<file path="src/rtl/burst_read_arbiter.sv">
// burst_read_arbiter: round-robin sharing of one AR/R channel pair
// between two burst request streams, with in-order R beat steering.
module burst_read_arbiter #(
  parameter int AddrWidth      = 64,
  parameter int BurstLenWidth  = 8,
  parameter int DataWidth      = 512,
  parameter int OutstandingLog = 4
) (
  input  logic                             clk,
  input  logic                             rst,
  input  logic [BurstLenWidth+AddrWidth-1:0] req0_dout,
  input  logic                             req0_empty_n,
  output logic                             req0_read,
  input  logic [BurstLenWidth+AddrWidth-1:0] req1_dout,
  input  logic                             req1_empty_n,
  output logic                             req1_read,
  output logic [AddrWidth-1:0]             ar_addr,
  output logic [BurstLenWidth-1:0]         ar_len,
  output logic                             ar_valid,
  input  logic                             ar_ready,
  input  logic [DataWidth-1:0]             r_data,
  input  logic                             r_last,
  input  logic                             r_valid,
  output logic                             r_ready,
  output logic [DataWidth-1:0]             resp0_din,
  input  logic                             resp0_full_n,
  output logic                             resp0_write,
  output logic [DataWidth-1:0]             resp1_din,
  input  logic                             resp1_full_n,
  output logic                             resp1_write
);

  localparam int MaxOut = 1 << OutstandingLog;

  logic [MaxOut-1:0]         order_q;
  logic [OutstandingLog-1:0] wr_ptr;
  logic [OutstandingLog-1:0] rd_ptr;
  logic [OutstandingLog:0]   occ;
  logic                      last_grant;

  logic slot_free;
  logic can_grant;
  logic gnt0;
  logic gnt1;
  logic push;
  logic head;
  logic beat;
  logic pop;
  logic [BurstLenWidth+AddrWidth-1:0] gnt_dout;

  // occ never exceeds MaxOut, so its MSB alone flags a full order FIFO
  assign slot_free = !ar_valid || ar_ready;
  assign can_grant = !rst && slot_free && !occ[OutstandingLog];

  always_comb begin
    gnt0 = 1'b0;
    gnt1 = 1'b0;
    if (can_grant) begin
      unique case (1'b1)
        req0_empty_n && req1_empty_n: begin
          gnt0 = last_grant;
          gnt1 = !last_grant;
        end
        req0_empty_n && !req1_empty_n: gnt0 = 1'b1;
        !req0_empty_n && req1_empty_n: gnt1 = 1'b1;
        default: ;
      endcase
    end
  end

  assign req0_read = gnt0;
  assign req1_read = gnt1;
  assign push      = gnt0 || gnt1;
  assign gnt_dout  = gnt1 ? req1_dout : req0_dout;

  assign head    = order_q[rd_ptr];
  assign r_ready = (occ != '0) && (head ? resp1_full_n : resp0_full_n);
  assign beat    = r_valid && r_ready;
  assign pop     = beat && r_last;

  assign resp0_write = beat && !head;
  assign resp1_write = beat && head;
  assign resp0_din   = r_data;
  assign resp1_din   = r_data;

  always_ff @(posedge clk) begin
    if (push) order_q[wr_ptr] <= gnt1;
  end

  always_ff @(posedge clk) begin
    if (rst) begin
      ar_valid   <= 1'b0;
      ar_addr    <= '0;
      ar_len     <= '0;
      last_grant <= 1'b1;
      wr_ptr     <= '0;
      rd_ptr     <= '0;
      occ        <= '0;
    end else begin
      if (push) begin
        ar_valid   <= 1'b1;
        ar_addr    <= gnt_dout[AddrWidth-1:0];
        ar_len     <= gnt_dout[BurstLenWidth+AddrWidth-1:AddrWidth];
        last_grant <= gnt1;
        wr_ptr     <= wr_ptr + 1'b1;
      end else if (ar_ready) begin
        ar_valid <= 1'b0;
      end
      if (pop) rd_ptr <= rd_ptr + 1'b1;
      case ({push, pop})
        2'b10:   occ <= occ + 1'b1;
        2'b01:   occ <= occ - 1'b1;
        default: ;
      endcase
    end
  end

endmodule

</file>
<file path="config.mk">
export PLATFORM = sky130hd
export DESIGN_NAME = burst_read_arbiter
export DESIGN_NICKNAME = d
export VERILOG_FILES = /design/src/rtl/burst_read_arbiter.sv
export SDC_FILE = /design/constraint.sdc
export NUM_CORES = 1
export LEC_CHECK = 0
export BUFFER_PORTS_ARGS = -buffer_cell sky130_fd_sc_hd__buf_2
export CAP_MARGIN = 20
export CORE_AREA = 2 2 682 684
export CTS_BUF_LIST = sky130_fd_sc_hd__clkbuf_2 sky130_fd_sc_hd__clkbuf_4 sky130_fd_sc_hd__clkbuf_8
export DETAILED_ROUTE_END_ITERATION = 16
export DIE_AREA = 0 0 684 686
export GPL_ROUTABILITY_DRIVEN = 0
export GPL_TIMING_DRIVEN = 0
export PLACE_DENSITY = 0.3
export SLEW_MARGIN = 0
export SYNTH_ARGS = -nofsm -noshare
export SYNTH_HDL_FRONTEND = slang
export SYNTH_SLANG_ARGS = --single-unit
</file>
<file path="constraint.sdc">
create_clock -name clk -period 4 [get_ports clk]
set_input_delay 0.8 -clock clk [delete_from_list [all_inputs] [get_ports clk]]
set_output_delay 0.8 -clock clk [all_outputs]
set_load 0.03 [all_outputs]
</file>
== Yosys cells after proc, flatten, opt, wreduce, memory -nomap -nowiden ==
Cells that the tools add are included.
W data, S select, Z words.

* Add/subtract/negate cells: 4
* Magnitude comparators: 3
* Equal/unequal tests: 2
* Multiplexer cells: 14
* Reductions and logical operators: 23

{| class="wikitable"
|+ Operators by type and width
! kind !! number
|-
| $mux W72 || 1
|-
| $bwmux W16 || 1
|-
| $logic_and A1 B1 Y1 || 11
|-
| $lt A4 B5 Y1 const B || 2
|-
| $pmux W5 S2 || 1
|-
| $add A4 B1 Y4 const B || 2
|-
| $logic_not A1 Y1 || 7
|-
| $mux W1 || 7
|-
| $add A5 B1 Y5 const B || 1
|-
| $reduce_bool A5 Y1 || 1
|-
| $sub A5 B1 Y5 const B || 1
|-
| $bmux W1 S4 || 1
|-
| $demux W1 S4 || 1
|-
| $ge A4 B1 Y1 const B || 1
|-
| $pmux W1 S2 || 2
|-
| $reduce_bool A2 Y1 || 2
|-
| $eq A2 B1 Y1 const B || 1
|-
| $eq A2 B2 Y1 const B || 1
|-
| $logic_or A1 B1 Y1 || 2
|}

* Register bits after elaboration: 103
* Bits of input ports: 665
* Logic and storage cells: 54

== Longest topological paths before layout ==
Gate-level depths: netlist (run 1).

* Depth after elaboration: 8
* Depth in mapped cells: 12
* Gate-level depth less buffers: 11

== Least setup slack after synthesis (run 1) ==
No wires, ideal clock.

* Path type: input to register
* From: in rst
* To: reg occ[4]
* Library setup time: 0.070 ns
* Arrival time: 3.348 ns
* Required time: 3.930 ns
* Setup slack: 0.582 ns
* Stages: 11
* Buffers on the path: 2
* Path through: clkbuf_1 -> nor4_2 -> clkbuf_1 -> inv_1 -> ha_1 -> fa_1 -> a21o_1 -> a21oi_1 -> xor2_1 -> or3_1 -> a21oi_1

* Word-level cells in the longest chain between the ends: 7
* Elaborated cells between the ends (all ways): 10

{| class="wikitable"
|+ RTL lines
! item !! line !! text
|-
| start, declared || 10 || <nowiki>input logic rst,</nowiki>
|-
| $logic_not A1 Y1 || 53 || <nowiki>assign can_grant = !rst && slot_free && !occ[OutstandingLog];</nowiki>
|-
| $logic_and A1 B1 Y1 (2 in a row) || 53 ||
|-
| $mux W1 || 58 || <nowiki>if (can_grant) begin</nowiki>
|-
| $logic_or A1 B1 Y1 || 73 || <nowiki>assign push = gnt0 || gnt1;</nowiki>
|-
| $eq A2 B1 Y1 or $eq A2 B2 Y1 (tied branches) || 110 || <nowiki>case ({push, pop})</nowiki>
|-
| $pmux W5 S2 or $reduce_bool A2 Y1 (tied branches) || - ||
|-
| end signal, assigned || 111 || <nowiki>2'b10: occ <= occ + 1'b1;</nowiki>
|-
| end signal, assigned || 112 || <nowiki>2'b01: occ <= occ - 1'b1;</nowiki>
|-
| end, declared || 38 || <nowiki>logic [OutstandingLog:0] occ;</nowiki>
|}

Parallel ways exist; a longest one is shown, timed or not.
A chain may end at the register's enable or synchronous reset.

== Worst setup path in the final report (run 1) ==
Same ends and word-level chain as after synthesis.

==> results of run 1 <==
-- metrics by stage --
step	setup TNS, ps	hold WS (ps)	cells	worst slack, ps
after floorplan	0	456.9	1567	582.0
after global placement	-430900	483.2	8994	-5137
after detailed placement	-3417	489.5	9002	-550.1
after CTS	0	346.7	9019	38.91
after global routing	-13.86	366.0	9058	-13.86
final	0	466.3	9090	174.6
-- power by group --
group,total (mW),switching [mW],internal [mW]
clock,0.975,0.715,0.260
combinational,4.06,2.87,1.19
sequential,1.17,0.0433,1.13
total,6.21,3.63,2.58
-- sequential cells by signal (all words and copies together), names as in the netlist --
name and flops:
ar_addr 64, ar_len 8, ar_valid 1, last_grant 1
occ 5, order_q 16, rd_ptr 4, wr_ptr 4
-- path summary, 6_finish.rpt --
kind,end,slack [ps],from,cells after the start
max,occ[4],170,rst,13
min,ar_addr[5],470,req1_dout[5],3
max reg2reg,occ[4],210,rd_ptr[1],12
min reg2reg,ar_addr[12],510,ar_addr[12],2
-- cells in the mapped netlist, types with 4 or more instances --
master / count / area share, %
a21oi_1: 10 / 0.41
a311oi_1: 72 / 5.1
buf_1: 12 / 0.37
buf_4: 1024 / 63
clkbuf_1: 31 / 0.95
dfxtp_1: 87 / 14
edfxtp_1: 16 / 3.9
ha_1: 9 / 0.92
inv_1: 4 / 0.12
nand2_1: 153 / 4.7
nand3_1: 4 / 0.16
nor2_1: 99 / 3.0
nor3_1: 6 / 0.24
xor2_1: 4 / 0.29
-- cell usage in the layout, fill, tap and decap left out, types with 8 or more instances in the layout --
cell type	n
a21oi_1	10
a311oi_1	72
buf_1	8
buf_2	1257
buf_4	1026
clkbuf_1	19
clkbuf_2	12
clkbuf_8	9
dfxtp_1	87
diode_2	71
edfxtp_1	16
ha_1	9
nand2_1	153
nor2_1	99
-- repair_timing --
action	CTS	global route
setup endpoints to repair	1	0
setup buffers	1	0
hold buffers	0	0
resized for setup	1	0
-- routing by layer --
metal / GRT usage [%] / vias up / share of wire (%)
li1: - / 6603 / -
met1: 11.89 / 7630 / 35
met2: 17.76 / 1500 / 42
met3: 11.52 / 251 / 21
met4: 2.242 / 82 / 2.0
met5: 0.8469 / - / 0.35
-- area by class of cell --
class                   count  share of cell area [%]
flip-flops and latches    103                   8.274
repair buffers           1262                   23.89
clock buffers               9                  0.4612
clock inverters             7                  0.3308
well taps                6174                   28.76
multi-input cells         390                   8.186
diodes                     71                  0.6616
inverters                   5                 0.06988
plain buffers            1069                   29.36
-- kinds of logic (layout without fill, tap and decap cells) --
kind of cell / Yosys count / after routing / share of synthesized area (%)
xor gates and xnor gates: 7 / 7 / 0.4988
other: 0 / 71 / 0
AOI/OAI and AO/OA: 90 / 90 / 5.965
and+or+nand+nor: 275 / 275 / 8.877
adders and majority gates: 10 / 10 / 1.079
muxes: 8 / 8 / 1.354
DFF: 103 / 103 / 18.08
buffers and inverters: 1074 / 2352 / 64.15
-- worst reg2reg max path: stages (launching register included) --
cell	delay [ps]
dfxtp_1	380
buf_6	140
mux4_1	580
mux4_2	620
mux2i_4	350
nor2_1	90
ha_1	290
fa_1	430
a21o_1	180
a21oi_1	160
xor2_1	90
or3_1	310
a21oi_1	140
==> flow_metrics.py, run 1 <==
metrics = {
    "outcome": {
        "status": "finished, final reports clean",
    },
    "timing": {
        "fin_skew_ps": 36.88,
        "hold_viol": 0,
        "slew_violations": 0,
        "setup_viol": 0,
        "tightest_slew_ps": 970.9,
        "maxClockFrequency_mhz": 261.4,
        "slew_headroom_pct": 35.27,
        "period_needed_ps": 3825,
        "finalCritPeriodShare_pct": 95.64,
    },
    "die": {
        "core_um2": 462000,
        "dieArea_um2": 469200,
        "die_width_um": 684,
        "start_util_pct": 2.660,
        "die_h_um": 686,
        "rows": 250,
        "io_pins": 1767,
    },
    "hold_path": {
        "hold_path.class": "primary input to register",
    },
    "global_routing": {
        "grt-ovfl-total": 0,
        "antenna_found_initial": 131,
        "grt_pass1_wl_um": 324000,
        "grt_max_degree": 27,
        "grt_pass1_vias": 14800,
        "grt_usage_pct": 11.90,
    },
    "pwr": {
        "irDropWorstVdd_mv": 0.1725,
        "power_leakage_nw": 11.90,
        "p_per_area_nw_per_um2": 231.1,
        "p_total_mw": 6.206,
    },
    "finish": {
        "drive_gt1_share_pct": 81.79,
        "fill_cells": 55060,
        "ff_latch_area_um2": 2222,
        "fin_area_um2": 26860,
        "final_nets": 3515,
        "fin_util_pct": 5.813,
        "multi_input_area_um2": 2198,
        "area_growth_pct": 118.5,
    },
    "synth": {
        "syn_area_per_cell_um2": 7.843,
        "netlist_area_um2": 12290,
        "syn-instance-count": 1567,
        "ys_ff_latch": 103,
        "ys.flop_type": "dfxtp_1",
        "synth_edf_count": 16,
        "synth_nets": 2242,
        "ys.warnings.count": 0,
        "synth-async-reset-ratio_pct": 0,
        "yosysSeqAreaShare_pct": 18.08,
        "yosysUniqueCellTypes": 37,
    },
    "route": {
        "drt_wl_total_um": 291400,
        "drcViolationCount": 0,
        "vias": 16070,
        "viasPerCell": 1.767,
        "drt-pass1-iter-count": 4,
        "wire_per_inst_um": 32.06,
        "antenna_left": 0,
        "drtIter0Drc": 1203,
    },
    "critical_path": {
        "path_cells": "clkbuf_2 -> buf_12 -> nor4_4 -> buf_6 -> clkbuf_2 -> inv_1 -> ha_1 -> fa_1 -> a21o_1 -> a21oi_1 -> xor2_1 -> or3_1 -> a21oi_1",
        "endpoint_kind": "register",
        "worstPathArrival_ps": 4310,
        "worstPathRequired_ps": 4490,
        "cp_max_fo": 8,
        "worst_path_max_delay_cell": "nor4_4",
        "criticalPathCategory": "primary input to register",
        "cpPeakStageDelay_ps": 550,
        "cp-start-kind": "primary input",
        "critPathTopFamily": "buffers and inverters",
        "path_buf_inv": 5,
    },
    "clocking": {
        "cts-htree-levels": 3,
        "cts.sinks": 103,
        "clk_latency_ps": 560,
        "cts.clk_slew.worst_paths_ps": 210,
        "cts_root_buf": "clkbuf_8",
        "cts_inserted_buffers": 9,
        "cts_max_path_buffers": 2,
        "cts_tree": "yes",
    },
    "flow_run": {
        "cap_violations": 0,
    },
    "place": {
        "place_area_um2": 26460,
        "dp_hpwl_um": 278800,
        "io_buffers": 1253,
    },
}
Note: power is estimated with default switching activity, not from simulation.
==> inputs of run 2 (changes only) <==
--- a/config.mk
+++ b/config.mk
@@ -16,2 +16,3 @@
 export PLACE_DENSITY = 0.3
+export REMOVE_ABC_BUFFERS = 1
 export SLEW_MARGIN = 0
--- a/constraint.sdc
+++ b/constraint.sdc
@@ -3,2 +3,2 @@
 set_output_delay 0.8 -clock clk [all_outputs]
-set_load 0.03 [all_outputs]
+set_load 0.1 [all_outputs]
==> run 2 against run 1 <==
Critical path depth shrank 9. Utilization shrank 2.8 points. Global-route usage grew 14 points. Non-clock buffer count shrank 2080. Die area is the same. Cell count shrank 24%.
==> flow_metrics.py, run 2 (same netlist as run 1, synthesis figures left out) <==
metrics = {
    "route": {
        "drtIter0Drc": 1676,
        "drcViolationCount": 0,
        "vias": 11460,
        "viasPerCell": 1.650,
        "antenna_left": 0,
        "drt_wl_total_um": 625900,
        "drt-pass1-iter-count": 5,
        "wire_per_inst_um": 90.09,
    },
    "die": {
        "dieArea_um2": 469200,
        "die_width_um": 684,
        "start_util_pct": 2.660,
        "rows": 250,
        "die_h_um": 686,
        "io_pins": 1767,
        "core_um2": 462000,
    },
    "global_routing": {
        "antenna_found_initial": 11,
        "grt_max_degree": 54,
        "grt_usage_pct": 25.87,
        "grt_pass1_wl_um": 646700,
        "grt_pass1_vias": 7521,
        "grt-ovfl-total": 0,
    },
    "critical_path": {
        "cp-start-kind": "register",
        "cp_max_fo": 7,
        "worstPathRequired_ps": 3200,
        "endpoint_kind": "output port",
        "criticalPathCategory": "register to output port",
        "worstPathArrival_ps": 3020,
    },
    "timing": {
        "slew_headroom_pct": 32.45,
        "tns_ps": 0,
        "hold_slack_ps": 275.3,
        "slew_violations": 0,
        "setup_viol": 0,
        "period_needed_ps": 3817,
        "fin_skew_ps": 88.42,
        "hold_viol": 0,
        "tightest_slew_ps": 1020,
        "rsz0062_at_grt": "false",
        "maxClockFrequency_mhz": 262.0,
        "finalCritPeriodShare_pct": 95.42,
    },
    "pwr": {
        "p_switching_mw": 1.538,
        "clkPwrFrac_pct": 33.6,
        "p_per_area_nw_per_um2": 237.3,
        "seqPwrFrac_pct": 35.0,
        "irDropWorstVdd_mv": 0.1791,
        "intPower_mw": 1.795,
        "switching_share_pct": 46.15,
        "power_leakage_nw": 2.992,
        "combinationalPowerShare_pct": 31.3,
    },
    "place": {
        "dp_hpwl_um": 586800,
        "place_inst": 6920,
        "place_area_um2": 13640,
        "io_buffers": 230,
    },
    "finish": {
        "multi_input_area_um2": 2220,
        "layout_common_cells": "226 x buf_2, 153 x nand2_1, 99 x nor2_1",
        "final_common_cell": "buf_2",
        "fin_cells": 6948,
        "drive_gt1_share_pct": 36.03,
        "top_register": "ar_addr",
        "ff_latch_area_um2": 2226,
        "largestRegisters": "ar_addr: 64 flops, order_q: 16 flops, ar_len: 8 flops",
        "fin_area_um2": 14040,
        "largest_reg_flops": 64,
        "fin_util_pct": 3.040,
        "area_growth_pct": 14.26,
        "fill_cells": 55260,
        "final_nets": 1439,
    },
    "clocking": {
        "clk_latency_ps": 750,
        "cts_max_path_buffers": 3,
        "cts.clk_slew.worst_paths_ps": 220,
        "cts.hold.buffers_added": 0,
        "cts_root_buf": "clkbuf_8",
        "cts-htree-levels": 3,
        "cts_tree": "yes",
        "cts_inserted_buffers": 13,
        "cts.sinks": 103,
    },
    "outcome": {
        "status": "finished, final reports clean",
    },
    "hold_path": {
        "hold_path.class": "primary input to register",
    },
    "flow_run": {
        "cap_violations": 0,
    },
}
run 2: worst max-delay path, cell delays in order, from the launching register on:
cell and delay [ps]:
dfxtp_4 440, mux4_1 600, mux4_2 550, and4_1 380, buf_4 300
run 2: layout make-up:
class                           instances  share of cell area, %
Tap cell                             6174                  55.01
Sequential cell                       103                  15.85
Multi-Input combinational cell        390                  15.81
Timing Repair Buffer                  251                  11.07
Clock buffer                           13                  1.274
Clock inverter                          4                 0.5346
Inverter                                5                 0.3207
Antenna cell                            8                 0.1426
run 2: routing by layer:
metal	wire (um)	part of all wire [%]	global-route usage, %
met5	12600	2.0	19.88
met4	79640	13	26.18
met1	74510	12	8.375
met2	286700	46	42.11
met3	172500	28	34.15
run 2: final timing paths:
path                 from          end  slack (ps)  cells after the start
max             rd_ptr[1]  resp1_write         180                      4
min          req1_dout[0]   ar_addr[0]         280                      3
max reg2reg     rd_ptr[1]       occ[4]         300                     11
min reg2reg   ar_addr[34]  ar_addr[34]         500                      2
run 2: per-stage QoR:
step	power [mW]	setup WS (ps)
global route	3.528	2.275
floorplan	1.894	-5262
CTS	3.457	45.82
global placement	2.273	-16780
finish	3.333	183.0
detailed placement	2.228	-1148
run 2: repair_timing:
item,in CTS,in global routing
gates resized for setup,12,4
buffers inserted,1,0
setup endpoints to repair,3,3
pin swaps,1,0
gates cloned,1,1
run 2: power by group through the flow:
stage	Combinational (mW)	Sequential [mW]	Clock (mW)
floorplan	0.246	1.65	0
CTS	1.05	1.17	1.23
finish	1.04	1.17	1.12
detailed placement	1.04	1.19	0
global placement	1.08	1.20	0
global route	1.11	1.18	1.24
==> inputs of run 3 (changes only) <==
- ABC_AREA: not set -> 1
- CORE_AREA: 2 2 682 684 -> 2 2 686 688
- DIE_AREA: 0 0 684 686 -> 0 0 688 690
==> run 3 against run 2 <==
Die area is 1.2% higher. Clock power down 13%. Synthesized area is 1.2% higher. Largest cell class unchanged.
==> flow_metrics.py, run 3 <==
metrics = {
    "outcome": {
        "status": "finished, final reports clean",
    },
    "timing": {
        "rsz0062_at_grt": "false",
        "worst_slack_ps": 203.6,
        "slew_headroom_pct": 31.33,
        "tightest_slew_ps": 1037,
        "finalCritPeriodShare_pct": 94.91,
        "hold_viol": 0,
        "slew_violations": 0,
        "maxClockFrequency_mhz": 263.4,
        "fin_skew_ps": 51.07,
        "setup_viol": 0,
        "period_needed_ps": 3796,
    },
    "route": {
        "wire_per_inst_um": 89.68,
        "drt_wl_total_um": 630700,
        "vias": 11640,
        "viasPerCell": 1.655,
        "drcViolationCount": 0,
        "drtIter0Drc": 1659,
        "drt-pass1-iter-count": 7,
        "antenna_left": 0,
    },
    "global_routing": {
        "grt_pass1_vias": 7771,
        "grt_max_degree": 58,
        "grt_usage_pct": 25.76,
        "antenna_found_initial": 14,
        "grt-ovfl-total": 0,
        "grt_pass1_wl_um": 651200,
    },
    "place": {
        "place_inst": 7011,
        "place_ws_ps": -602.4,
        "io_buffers": 230,
        "dp_hpwl_um": 587700,
        "place_area_um2": 13640,
    },
    "pwr": {
        "p_per_area_nw_per_um2": 241.5,
        "power_leakage_nw": 3.072,
        "p_total_mw": 3.358,
        "irDropWorstVdd_mv": 0.1998,
    },
    "clocking": {
        "cts.sinks": 103,
        "cts_tree": "yes",
        "cts_max_path_buffers": 2,
        "cts-htree-levels": 3,
        "cts_inserted_buffers": 9,
        "cts.clk_slew.worst_paths_ps": 190,
        "cts_root_buf": "clkbuf_8",
        "clk_latency_ps": 590,
    },
    "synth": {
        "yosysUniqueCellTypes": 35,
        "syn-instance-count": 1640,
        "ys.flop_type": "dfxtp_1",
        "synth-async-reset-ratio_pct": 0,
        "synth_area_leaders": "buf_4 62%, dfxtp_1 14%, nand2_1 5.6%, edfxtp_1 3.9%, a31oi_1 3.6%",
        "yosys.area.top_type": "buf_4",
        "synth.top_cells.by_count": "1033 x buf_4, 184 x nand2_1, 87 x dfxtp_1",
        "yosysSeqAreaShare_pct": 17.87,
        "yosysMostFrequentCell": "buf_4",
        "synth_top_area_share_pct": 62.35,
        "synth_edf_count": 16,
        "ys.warnings.count": 0,
        "netlist_area_um2": 12440,
        "ys_ff_latch": 103,
        "syn_area_per_cell_um2": 7.583,
    },
    "flow_run": {
        "cap_violations": 0,
    },
    "critical_path": {
        "startpoint": "ar_valid",
        "endpoint_kind": "output port",
        "reg2reg_from": "ar_valid",
        "cp-start-kind": "register",
        "rrSetupSlack_ps": 300,
        "worstPathArrival_ps": 3000,
        "worstPathRequired_ps": 3200,
        "criticalPathCategory": "register to output port",
        "cp_max_fo": 57,
    },
    "finish": {
        "layout_common_cells": "228 x buf_2, 184 x nand2_1, 86 x dfxtp_1",
        "fin_area_um2": 13910,
        "largestRegisters": "ar_addr: 64 flops, order_q: 16 flops, ar_len: 8 flops",
        "fin_cells": 7033,
        "top_register": "ar_addr",
        "area_growth_pct": 11.83,
        "final_nets": 1503,
        "fin_util_pct": 2.980,
        "final_common_cell": "buf_2",
        "largest_reg_flops": 64,
        "drive_gt1_share_pct": 32.89,
    },
    "die": {
        "rows": 251,
        "core_um2": 466700,
        "io_pins": 1767,
        "die_h_um": 690,
        "start_util_pct": 2.665,
        "die_width_um": 688,
        "dieArea_um2": 474700,
    },
    "hold_path": {
        "worstHoldStart": "req1_dout[59]",
        "hold_path.class": "primary input to register",
    },
}
## run 3: cell count changes after synthesis, moves of 4 or more
cell      change
nand3_1      +10
nor2_1       -63
nand2_1      +31
a31oi_1      +72
buf_4         +9
inv_1        +32
nand4_1       +4
buf_1        -12
clkbuf_1     -10
buf_2         +8
o21ai_0      +79
nor3_1        -6
a311oi_1     -72
## run 3: final cells by class
cell class,instances,area [um^2]
diodes,2,5.005
clock buffers,9,123.9
clock inverters,7,88.84
fillers,55980,452800
inverters,38,152.6
multi-input cells,435,2191
flip-flops and latches,103,2223
well taps,6198,7755
repair buffers,241,1369
## run 3: what timing repair did
action | CTS | global route
gates resized for setup | 7 | 0
setup endpoints to repair | 2 | 0
setup buffers | 3 | 0
hold buffers | 0 | 0
## run 3: critical path, cell delays in order (launching register included)
cell and delay, ps:
dfxtp_1 480, inv_1 160, nor2_4 90, nor3_4 250, nand3_4 130, buf_16 190, inv_8 260, buf_16 290
buf_4 360
## run 3: final timing paths
kind                            cells after the start          end
worst max register to register                     15       occ[4]
worst min-delay path                                3  ar_addr[59]
worst max-delay path                                8    req1_read
worst min register to register                      2   last_grant
## run 3: logic make-up after synthesis
logic type	Yosys count	share of synthesized area [%]
compound gates	170	7.807
flops	103	17.87
xor+xnor	2	0.1409
fa+ha+maj	10	1.066
buf+inv	1103	64.68
simple gates	252	8.441
## run 3: report_power, final
group | internal, mW | switching, mW | total [mW]
Sequential | 1.14 | 0.0597 | 1.20
Clock | 0.302 | 0.671 | 0.973
Combinational | 0.235 | 0.953 | 1.19
## run 3: stage by stage
| stage | hold slack [ps] | setup TNS [ps] |
|---|---|---|
| 5_1_grt | 390.1 | 0 |
| 6_report | 468.2 | 0 |
| 2_1_floorplan | 474.9 | -1200 |
| 3_5_place_dp | 529.2 | -602.4 |
| 3_3_place_gp | 509.1 | -212310 |
| 4_1_cts | 355.9 | 0 |
## run 3: routing by layer
layer  part of all wire [%]  vias up  GRT usage (%)
li1                       -     2515              -
met1                     13     4456          9.285
met2                     45     4080          41.62
met3                     27      504          32.64
met4                     13       84          26.15
met5                    2.0        -          19.50
